==> config.mk <==
export PLATFORM = sky130hd
export DESIGN_NAME = rv_fetch_unit
export DESIGN_NICKNAME = d
export VERILOG_FILES = /design/src/rtl/rv_fetch_unit.sv
export SDC_FILE = /design/constraint.sdc
export NUM_CORES = 1
export LEC_CHECK = 0
export ABC_CLOCK_PERIOD_IN_PS = 3450
export CAP_MARGIN = 30
export CORE_AREA = 4 4 133 135
export CTS_CLUSTER_SIZE = 20
export DETAILED_ROUTE_END_ITERATION = 6
export DIE_AREA = 0 0 137 139
export GPL_ROUTABILITY_DRIVEN = 0
export SKIP_CTS_REPAIR_TIMING = 1
export SYNTH_ARGS = -nofsm -noshare
export SYNTH_HDL_FRONTEND = slang
export SYNTH_SLANG_ARGS = --single-unit
==> constraint.sdc <==
create_clock -name clk -period 3.45 [get_ports clk]
set_input_delay 0.69 -clock clk [delete_from_list [all_inputs] [get_ports clk]]
set_output_delay 0.69 -clock clk [all_outputs]
set_load 0.02 [all_outputs]
==> src/rtl/rv_fetch_unit.sv <==
// rv_fetch_unit: instruction fetch stage. Holds the PC, issues single-outstanding word
// fetches over a req/ready + rvalid handshake, buffers one instruction for decode and
// applies control-path redirects, squashing any fetch that is still in flight.
module rv_fetch_unit #(
  parameter logic [31:0] RESET_PC  = 32'h0000_0000,
  parameter logic [31:0] NOP_INSTR = 32'h0000_0013
) (
  input  logic        clk,
  input  logic        rst,
  output logic        imem_req,
  output logic [31:0] imem_addr,
  input  logic        imem_ready,
  input  logic        imem_rvalid,
  input  logic [31:0] imem_rdata,
  output logic [31:0] instr,
  output logic [31:0] instr_pc,
  output logic [31:0] instr_pc_plus4,
  output logic        instr_valid,
  input  logic        instr_ready,
  input  logic        pc_src,
  input  logic [31:0] pc_target
);

  typedef enum logic [0:0] {
    S_FETCH = 1'b0,
    S_WAIT  = 1'b1
  } state_e;

  state_e      state_q, state_d;
  logic        kill_q, kill_d;
  logic [31:0] pc_q, pc_d;
  logic [31:0] instr_q, instr_d;
  logic [31:0] ipc_q, ipc_d;
  logic [31:0] ipc4_q, ipc4_d;
  logic        valid_q, valid_d;
  logic        req_s;
  logic        accept_s;
  logic        load_s;

  // A redirect in the same cycle suppresses the request so the next fetch uses the new pc;
  // a full buffer that is not being drained also blocks the request.
  assign req_s    = (state_q == S_FETCH) && !rst && !pc_src && (!valid_q || instr_ready);
  assign accept_s = req_s && imem_ready;

  assign imem_req       = req_s;
  assign imem_addr      = pc_q;
  assign instr          = instr_q;
  assign instr_pc       = ipc_q;
  assign instr_pc_plus4 = ipc4_q;
  assign instr_valid    = valid_q;

  // Next-state logic: redirect has top priority, then response handling, then consume.
  always_comb begin
    state_d = state_q;
    kill_d  = kill_q;
    pc_d    = pc_q;
    instr_d = instr_q;
    ipc_d   = ipc_q;
    ipc4_d  = ipc4_q;
    valid_d = valid_q;
    load_s  = 1'b0;
    if (pc_src) begin
      pc_d    = pc_target & ~32'd3;
      valid_d = 1'b0;
      instr_d = NOP_INSTR;
      if (state_q == S_WAIT) begin
        if (imem_rvalid) begin
          // Response lands together with the redirect: drop it, nothing left in flight.
          kill_d  = 1'b0;
          state_d = S_FETCH;
        end else begin
          // Response still outstanding: mark it stale so it is discarded on arrival.
          kill_d = 1'b1;
        end
      end else begin
        state_d = S_FETCH;
      end
    end else begin
      case (state_q)
        S_FETCH: begin
          if (accept_s) begin
            state_d = S_WAIT;
            kill_d  = 1'b0;
          end else begin
            state_d = S_FETCH;
          end
        end
        S_WAIT: begin
          if (imem_rvalid) begin
            state_d = S_FETCH;
            kill_d  = 1'b0;
            load_s  = !kill_q;
          end else begin
            state_d = S_WAIT;
          end
        end
        default: begin
          state_d = S_FETCH;
          kill_d  = 1'b0;
        end
      endcase
      if (load_s) begin
        instr_d = imem_rdata;
        ipc_d   = pc_q;
        ipc4_d  = pc_q + 32'd4;
        valid_d = 1'b1;
        pc_d    = pc_q + 32'd4;
      end else if (valid_q && instr_ready) begin
        valid_d = 1'b0;
        instr_d = NOP_INSTR;
      end else begin
        valid_d = valid_q;
      end
    end
  end

  // State and output-buffer registers with synchronous reset.
  always_ff @(posedge clk) begin
    if (rst) begin
      state_q <= S_FETCH;
      kill_q  <= 1'b0;
      pc_q    <= RESET_PC;
      instr_q <= NOP_INSTR;
      ipc_q   <= 32'h0000_0000;
      ipc4_q  <= 32'h0000_0004;
      valid_q <= 1'b0;
    end else begin
      state_q <= state_d;
      kill_q  <= kill_d;
      pc_q    <= pc_d;
      instr_q <= instr_d;
      ipc_q   <= ipc_d;
      ipc4_q  <= ipc4_d;
      valid_q <= valid_d;
    end
  end

  rv_fetch_unit_chk u_chk (
    .clk         (clk),
    .rst         (rst),
    .imem_rvalid (imem_rvalid),
    .in_wait     (state_q == S_WAIT)
  );

endmodule

// Protocol checker: a response may only arrive while a fetch is outstanding.
module rv_fetch_unit_chk (
  input logic clk,
  input logic rst,
  input logic imem_rvalid,
  input logic in_wait
);

  a_rvalid_in_wait: assert property (@(posedge clk) disable iff (rst) imem_rvalid |-> in_wait);

endmodule

==> results.sh, run 1 <==
export IMPL_tns_ns=0
export IMPL_worstPathArrival_ns=2.48
export IMPL_antenna_cells=0
export IMPL_numCtsBuffers=17
export IMPL_crit_reg2reg_launch="imem_addr[18]"
export IMPL_drt_first_pass_iters=5
export IMPL_grt_first_pass_wirelength_um=28700
export IMPL_drtIter0Drc=301
export IMPL_critPathMaxStageDelay_ns=0.69
export IMPL_synth_warnings=0
export IMPL_cp_cell_sequence="clkdlybuf4s50_1, or2_2, nor3_1, clkdlybuf4s50_1"
export IMPL_critPathTopFamily="buffers and inverters"
export IMPL_synth_simple_area_share_pct=24.2
export IMPL_grt_pass1_vias=5295
export IMPL_r2r_end="imem_addr[27]"
export IMPL_syn_inst=678
export IMPL_ir_drop_mv=0.313
export IMPL_design_die_area_um2=19000
export IMPL_io_buffers=191
export IMPL_die_w_um=137
export IMPL_cts_buffer_depth=2
export IMPL_crit_top_cell="clkdlybuf4s50_1"
export IMPL_worst_slew_pin_slew_ns=1.02
export IMPL_grt_max_degree=94
export IMPL_syn_avg_cell_area_um2=8.18
export IMPL_hold_violations=0
export IMPL_drc_errors=0
export IMPL_final_common_cell="clkdlybuf4s50_1"
export IMPL_cts_sinks=125
export IMPL_synth_edf_count=0
export IMPL_grt_antenna_before_repair=0
export IMPL_rsz0062_at_grt="false"
export IMPL_power_leakage_nw=2.61
export IMPL_die_h_um=139
export IMPL_critPathBufInv=2
export IMPL_post_route_util_pct=49.7
export IMPL_cp_start_kind="input pin"
export IMPL_synth_top_family_by_area="simple AND/OR/NAND/NOR gates"
export IMPL_synthMuxAreaShare_pct=0
export IMPL_crit_required_ns=2.76
export IMPL_swShare_pct=23.4
export IMPL_syn_cell_area_um2=5550
export IMPL_detail_route_antenna_nets=0
export IMPL_synthAdderAreaFrac_pct=0.226
export IMPL_skew_ns=0.00992
export IMPL_cts_root_buf="clkbuf_16"
export IMPL_period_share_pct=91.8
export IMPL_crit_slowest_cell="clkdlybuf4s50_1"
export IMPL_clkLatencyLatePin_ns=0.42
export IMPL_cp_max_fo=3
export IMPL_reg2reg_depth=5
export IMPL_pwr_share_clk_pct=48.2
export IMPL_period_needed_ns=3.17
export IMPL_fmax_mhz=316
export IMPL_wl_per_cell_um=17.2
export IMPL_cp_num_cells=4
export IMPL_io_pins=200
export IMPL_status="complete, no violations"
export IMPL_ys_flop_type="dfxtp_1"
export IMPL_report_final_setup_viol=0
export IMPL_track_usage_pct=19.0
export IMPL_num_vias=5619
export IMPL_clkSlewWorstSetupHoldPaths_ns=0.05
export IMPL_p_int_mw=2.81
export IMPL_drive_above_1_share_pct=6.27
export IMPL_yosysUniqueCellTypes=51
export IMPL_ys_ff_latch=125
export IMPL_ys_seq_area_share_pct=45.1
export IMPL_hp_class="flip-flop to flip-flop"
export IMPL_p_sw_uw=856
export IMPL_synthToLayoutAreaGrowth_pct=47.4
export IMPL_critPathCaptureType="output pin"
export IMPL_synth_compound_area_share_pct=20.8
export IMPL_async_flop_share_pct=0
export IMPL_endpoint="imem_req"
export IMPL_drv_cap=0
export IMPL_cp_startpoint="pc_src"
export IMPL_initial_core_util_pct=33.7
export IMPL_regToRegSetupSlack_ns=0.99
export IMPL_pwr_share_comb_pct=9.5
export IMPL_layout_common_cells="clkdlybuf4s50_1, dfxtp_1, nor2_1, nand2_1, a21oi_1"
export IMPL_p_seq_share_pct=42.3
export IMPL_num_nets_final=904
export IMPL_synth_xor_area_share_pct=3.16
export IMPL_report_final_slew_viol_count=0
export IMPL_relSlewSlack_pct=31.9
export IMPL_coreArea_um2=16500
export IMPL_htreeDepth=4
export IMPL_rows=47
export IMPL_dp_hpwl_um=12600
export IMPL_drt_wl_total_um=18300
export IMPL_power_density_nw_per_um2=448
export IMPL_setup_worst_path_class="input pin to output pin"
export IMPL_vias_per_cell=5.28
export IMPL_grt_overflow=0
export IMPL_cts_tree="yes"
## power groups by stage
stage	registers, mW	logic, mW	clock network, mW
global route	1.56	0.375	1.88
finish	1.55	0.349	1.77
detailed placement	1.58	0.351	0
floorplan	1.58	0.158	0
global placement	1.58	0.346	0
CTS	1.55	0.352	1.81
## metal layers
| layer | GRT usage [%] | up-vias | share of wire (%) | wire length, µm |
|---|---|---|---|---|
| met5 | 0 | - | 0 | 0 |
| met4 | 6.09 | 0 | 1.5 | 271 |
| met3 | 6.86 | 21 | 9.1 | 1670 |
| met2 | 29.3 | 218 | 46 | 8460 |
| met1 | 24.5 | 2621 | 43 | 7890 |
| li1 | - | 2759 | - | - |
## worst register-to-register path, stage by stage (launching register included)
cell and delay (ns):
dfxtp_1 0.54, nand4_1 0.14, buf_4 0.21, or4_1 0.69, or4_1 0.52, a311oi_1 0.26
## kinds of logic (layout without fill, tap and decap cells)
logic type / after synthesis / in the layout
xor+xnor: 20 / 20
flops: 125 / 125
fa+ha+maj: 1 / 1
buf+inv: 83 / 245
simple gates: 279 / 279
compound gates: 169 / 169
other cells: 1 / 6
## final cells by class
| class | count | area (µm²) |
|---|---|---|
| Fill cell | 1560 | 8290 |
| Multi-Input combinational cell | 475 | 2730 |
| Sequential cell | 125 | 2500 |
| Timing Repair Buffer | 206 | 2050 |
| Clock buffer | 25 | 505 |
| Tap cell | 220 | 275 |
| Clock inverter | 6 | 82.6 |
| Inverter | 8 | 30.0 |
## through the flow
step	cell area (µm²)	cells	power (mW)	setup slack, ns	hold slack (ns)
floorplan	5570	683	1.74	1.05	0.534
global placement	7570	1033	1.92	0.276	0.443
detailed placement	7590	1034	1.93	0.289	0.450
CTS	8180	1065	3.71	0.266	0.458
global route	8180	1065	3.81	0.204	0.464
finish	8180	1065	3.67	0.284	0.454
## sequential cells by signal (all words and copies together) (netlist names)
name / cells
instr_pc: 30
state_q: 1
instr_valid: 1
instr_pc_plus4: 30
instr: 32
imem_addr: 30
kill_q: 1
## worst min-delay path by stage
stage                             from  slack (ns)      endpoint  cells after the start
after floorplan           instr_pc[31]        0.53  instr_pc[31]                      2
after global placement    instr_pc[14]        0.44  instr_pc[14]                      2
after detailed placement  instr_pc[31]        0.45  instr_pc[31]                      2
after CTS                 instr_pc[15]        0.46  instr_pc[15]                      2
after global routing      instr_pc[17]        0.46  instr_pc[17]                      2
final                     instr_pc[11]        0.45  instr_pc[11]                      2
## Yosys cell counts, types with 10 or more instances
cell      number  share of area, %
a211oi_1      21               2.8
a21oi_1       43               3.9
a22oi_1       29               3.9
a311oi_1      29               4.6
buf_2         14               1.3
clkbuf_1      46               3.1
dfxtp_1      125                45
nand2_1       86               5.8
nand3_1       16               1.4
nand4_1       14               1.6
nor2_1        87               5.9
nor3_1        10              0.90
nor4_1        12               1.4
o21ai_0       22               2.0
or3_1         20               2.3
or4_1         10               1.4
xnor2_1       15               2.4
No activity file was read; power rests on OpenSTA's default activity.
==> run 2: changes to the inputs <==
--- a/config.mk
+++ b/config.mk
@@ -8,8 +8,8 @@
 export ABC_CLOCK_PERIOD_IN_PS = 3450
 export CAP_MARGIN = 30
-export CORE_AREA = 4 4 133 135
+export CORE_AREA = 4 4 110 164
 export CTS_CLUSTER_SIZE = 20
 export DETAILED_ROUTE_END_ITERATION = 6
-export DIE_AREA = 0 0 137 139
+export DIE_AREA = 0 0 114 168
 export GPL_ROUTABILITY_DRIVEN = 0
 export SKIP_CTS_REPAIR_TIMING = 1
==> constraint.sdc (replaced) <==
create_clock -name clk -period 3.45 [get_ports clk]
set_input_delay 0.69 -clock clk [delete_from_list [all_inputs] [get_ports clk]]
set_output_delay 0.69 -clock clk [all_outputs]
set_load 0.1 [all_outputs]
==> run 2 against run 1 <==
  * Utilization shrank 1.6 points
  * Critical path type is now flip-flop to output pin
  * Highest routed layer unchanged
  * Clock-buffer cell count shrank 5
  * Critical endpoint is now instr_pc_plus4[9]
  * First-iteration DRC count grew 31%
  * Total power grew 5.1%
  * Die area grew 0.57%
  * Design area shrank 2.0%
  * Clock skew shrank 0.0028 ns
  * Setup slack gained 0.53 ns
==> results.sh, run 2 (synthesis results as in run 1) <==
export IMPL_drive_above_1_share_pct=13.1
export IMPL_antenna_cells=0
export IMPL_drt_wl_total_um=18400
export IMPL_fin_hold_ws_ns=0.452
export IMPL_synthToLayoutAreaGrowth_pct=44.4
export IMPL_tns_ns=0
export IMPL_setup_worst_path_class="flip-flop to output pin"
export IMPL_numCtsBuffers=17
export IMPL_largest_register_ffs=32
export IMPL_track_usage_pct=18.9
export IMPL_io_buffers=191
export IMPL_coreArea_um2=16700
export IMPL_design_die_area_um2=19200
export IMPL_critPathMaxStageDelay_ns=1.16
export IMPL_hold_violations=0
export IMPL_cts_sinks=125
export IMPL_cp_max_fo=2
export IMPL_hp_class="flip-flop to flip-flop"
export IMPL_grt_overflow=0
export IMPL_io_pins=200
export IMPL_status="complete, no violations"
export IMPL_detail_route_antenna_nets=0
export IMPL_drc_errors=0
export IMPL_report_final_setup_viol=0
export IMPL_report_final_slew_viol_count=0
export IMPL_vias_per_cell=5.38
export IMPL_wl_per_cell_um=17.4
export IMPL_grt_antenna_before_repair=0
export IMPL_grt_max_degree=88
export IMPL_fmax_mhz=380
export IMPL_die_w_um=114
export IMPL_cts_root_buf="clkbuf_16"
export IMPL_die_h_um=168
export IMPL_place_inst=1025
export IMPL_cp_cell_sequence="clkdlybuf4s50_1"
export IMPL_critPathCaptureType="output pin"
export IMPL_crit_slowest_cell="clkdlybuf4s50_1"
export IMPL_critPathTopFamily="buffers and inverters"
export IMPL_worstPathArrival_ns=1.94
export IMPL_num_vias=5676
export IMPL_drv_cap=0
export IMPL_period_share_pct=76.3
export IMPL_relSlewSlack_pct=31.6
export IMPL_cts_tree="yes"
export IMPL_critPathBufInv=1
export IMPL_rows=58
export IMPL_drt_first_pass_iters=5
export IMPL_power_leakage_nw=2.68
export IMPL_cts_buffer_depth=2
export IMPL_grt_first_pass_wirelength_um=29100
export IMPL_clkSlewWorstSetupHoldPaths_ns=0.05
export IMPL_grt_pass1_vias=5518
export IMPL_crit_required_ns=2.76
export IMPL_drtIter0Drc=393
export IMPL_power_density_nw_per_um2=481
export IMPL_clkLatencyLatePin_ns=0.41
export IMPL_num_nets_final=905
export IMPL_ir_drop_mv=0.234
export IMPL_rsz0062_at_grt="false"
export IMPL_worst_slew_pin_slew_ns=1.02
export IMPL_dp_hpwl_um=12900
export IMPL_skew_ns=0.00716
export IMPL_period_needed_ns=2.63
export IMPL_final_common_cell="clkdlybuf4s50_1"
export IMPL_fin_cells=1056
export IMPL_layout_common_cells="clkdlybuf4s50_1, dfxtp_1, nor2_1, nand2_1, buf_4"
export IMPL_cp_start_kind="flip-flop"
export IMPL_initial_core_util_pct=33.2
export IMPL_htreeDepth=4
export IMPL_fill_cells=1683
## run 2: cell types whose count changed in the layout (fill, tap and decap cells not counted)
| cell | change |
|---|---|
| nor3_1 | -1 |
| clkinvlp_4 | +2 |
| buf_4 | +56 |
| clkinv_4 | +2 |
| buf_6 | +1 |
| clkdlybuf4s50_1 | -55 |
| clkbuf_1 | -1 |
| buf_8 | -1 |
| clkbuf_8 | -4 |
| nor3_2 | +1 |
| clkinv_2 | +1 |
## run 2: cell type report
| cell class | count | area (µm²) | area share (%) |
|---|---|---|---|
| Multi-Input combinational cell | 475 | 2730 | 34.1 |
| Sequential cell | 125 | 2500 | 31.2 |
| Clock inverter | 11 | 120 | 1.50 |
| Clock buffer | 20 | 447 | 5.57 |
| Tap cell | 210 | 263 | 3.28 |
| Inverter | 8 | 30.0 | 0.375 |
| Timing Repair Buffer | 207 | 1920 | 24.0 |
## run 2: report_power, final
part / internal [mW] / leakage, nW / switching [mW]
Combinational: 0.169 / 1.39 / 0.406
Sequential: 1.48 / 1.02 / 0.0689
Clock: 1.07 / 0.272 / 0.655
## run 2: worst paths after layout
path,start,to,slack (ns),cells after the start
hold reg to reg,instr_pc[19],instr_pc[19],0.45,2
setup reg to reg,imem_addr[17],imem_addr[27],1.03,5
setup / recovery,instr_pc_plus4[9],instr_pc_plus4[9],0.82,1
hold / removal,instr_pc[19],instr_pc[19],0.45,2
## run 2: layer usage
| layer | global-route usage [%] | part of all wire [%] | vias to the layer above |
|---|---|---|---|
| met3 | 6.18 | 7.6 | 38 |
| li1 | - | - | 2755 |
| met2 | 31.3 | 49 | 214 |
| met5 | 0 | 0 | - |
| met1 | 21.7 | 40 | 2669 |
| met4 | 9.35 | 3.5 | 0 |
## run 2: stage by stage
stage / util, % / area [µm²] / total power, mW / worst slack (ns)
5_1_grt: 48.0 / 8010 / 3.98 / 0.759
6_report: 48.0 / 8010 / 3.85 / 0.817
3_5_place_dp: 44.6 / 7450 / 2.15 / 0.610
2_1_floorplan: - / 5570 / 1.97 / 0.374
4_1_cts: 48.0 / 8010 / 3.89 / 0.794
3_3_place_gp: 44.5 / 7430 / 2.15 / 0.688
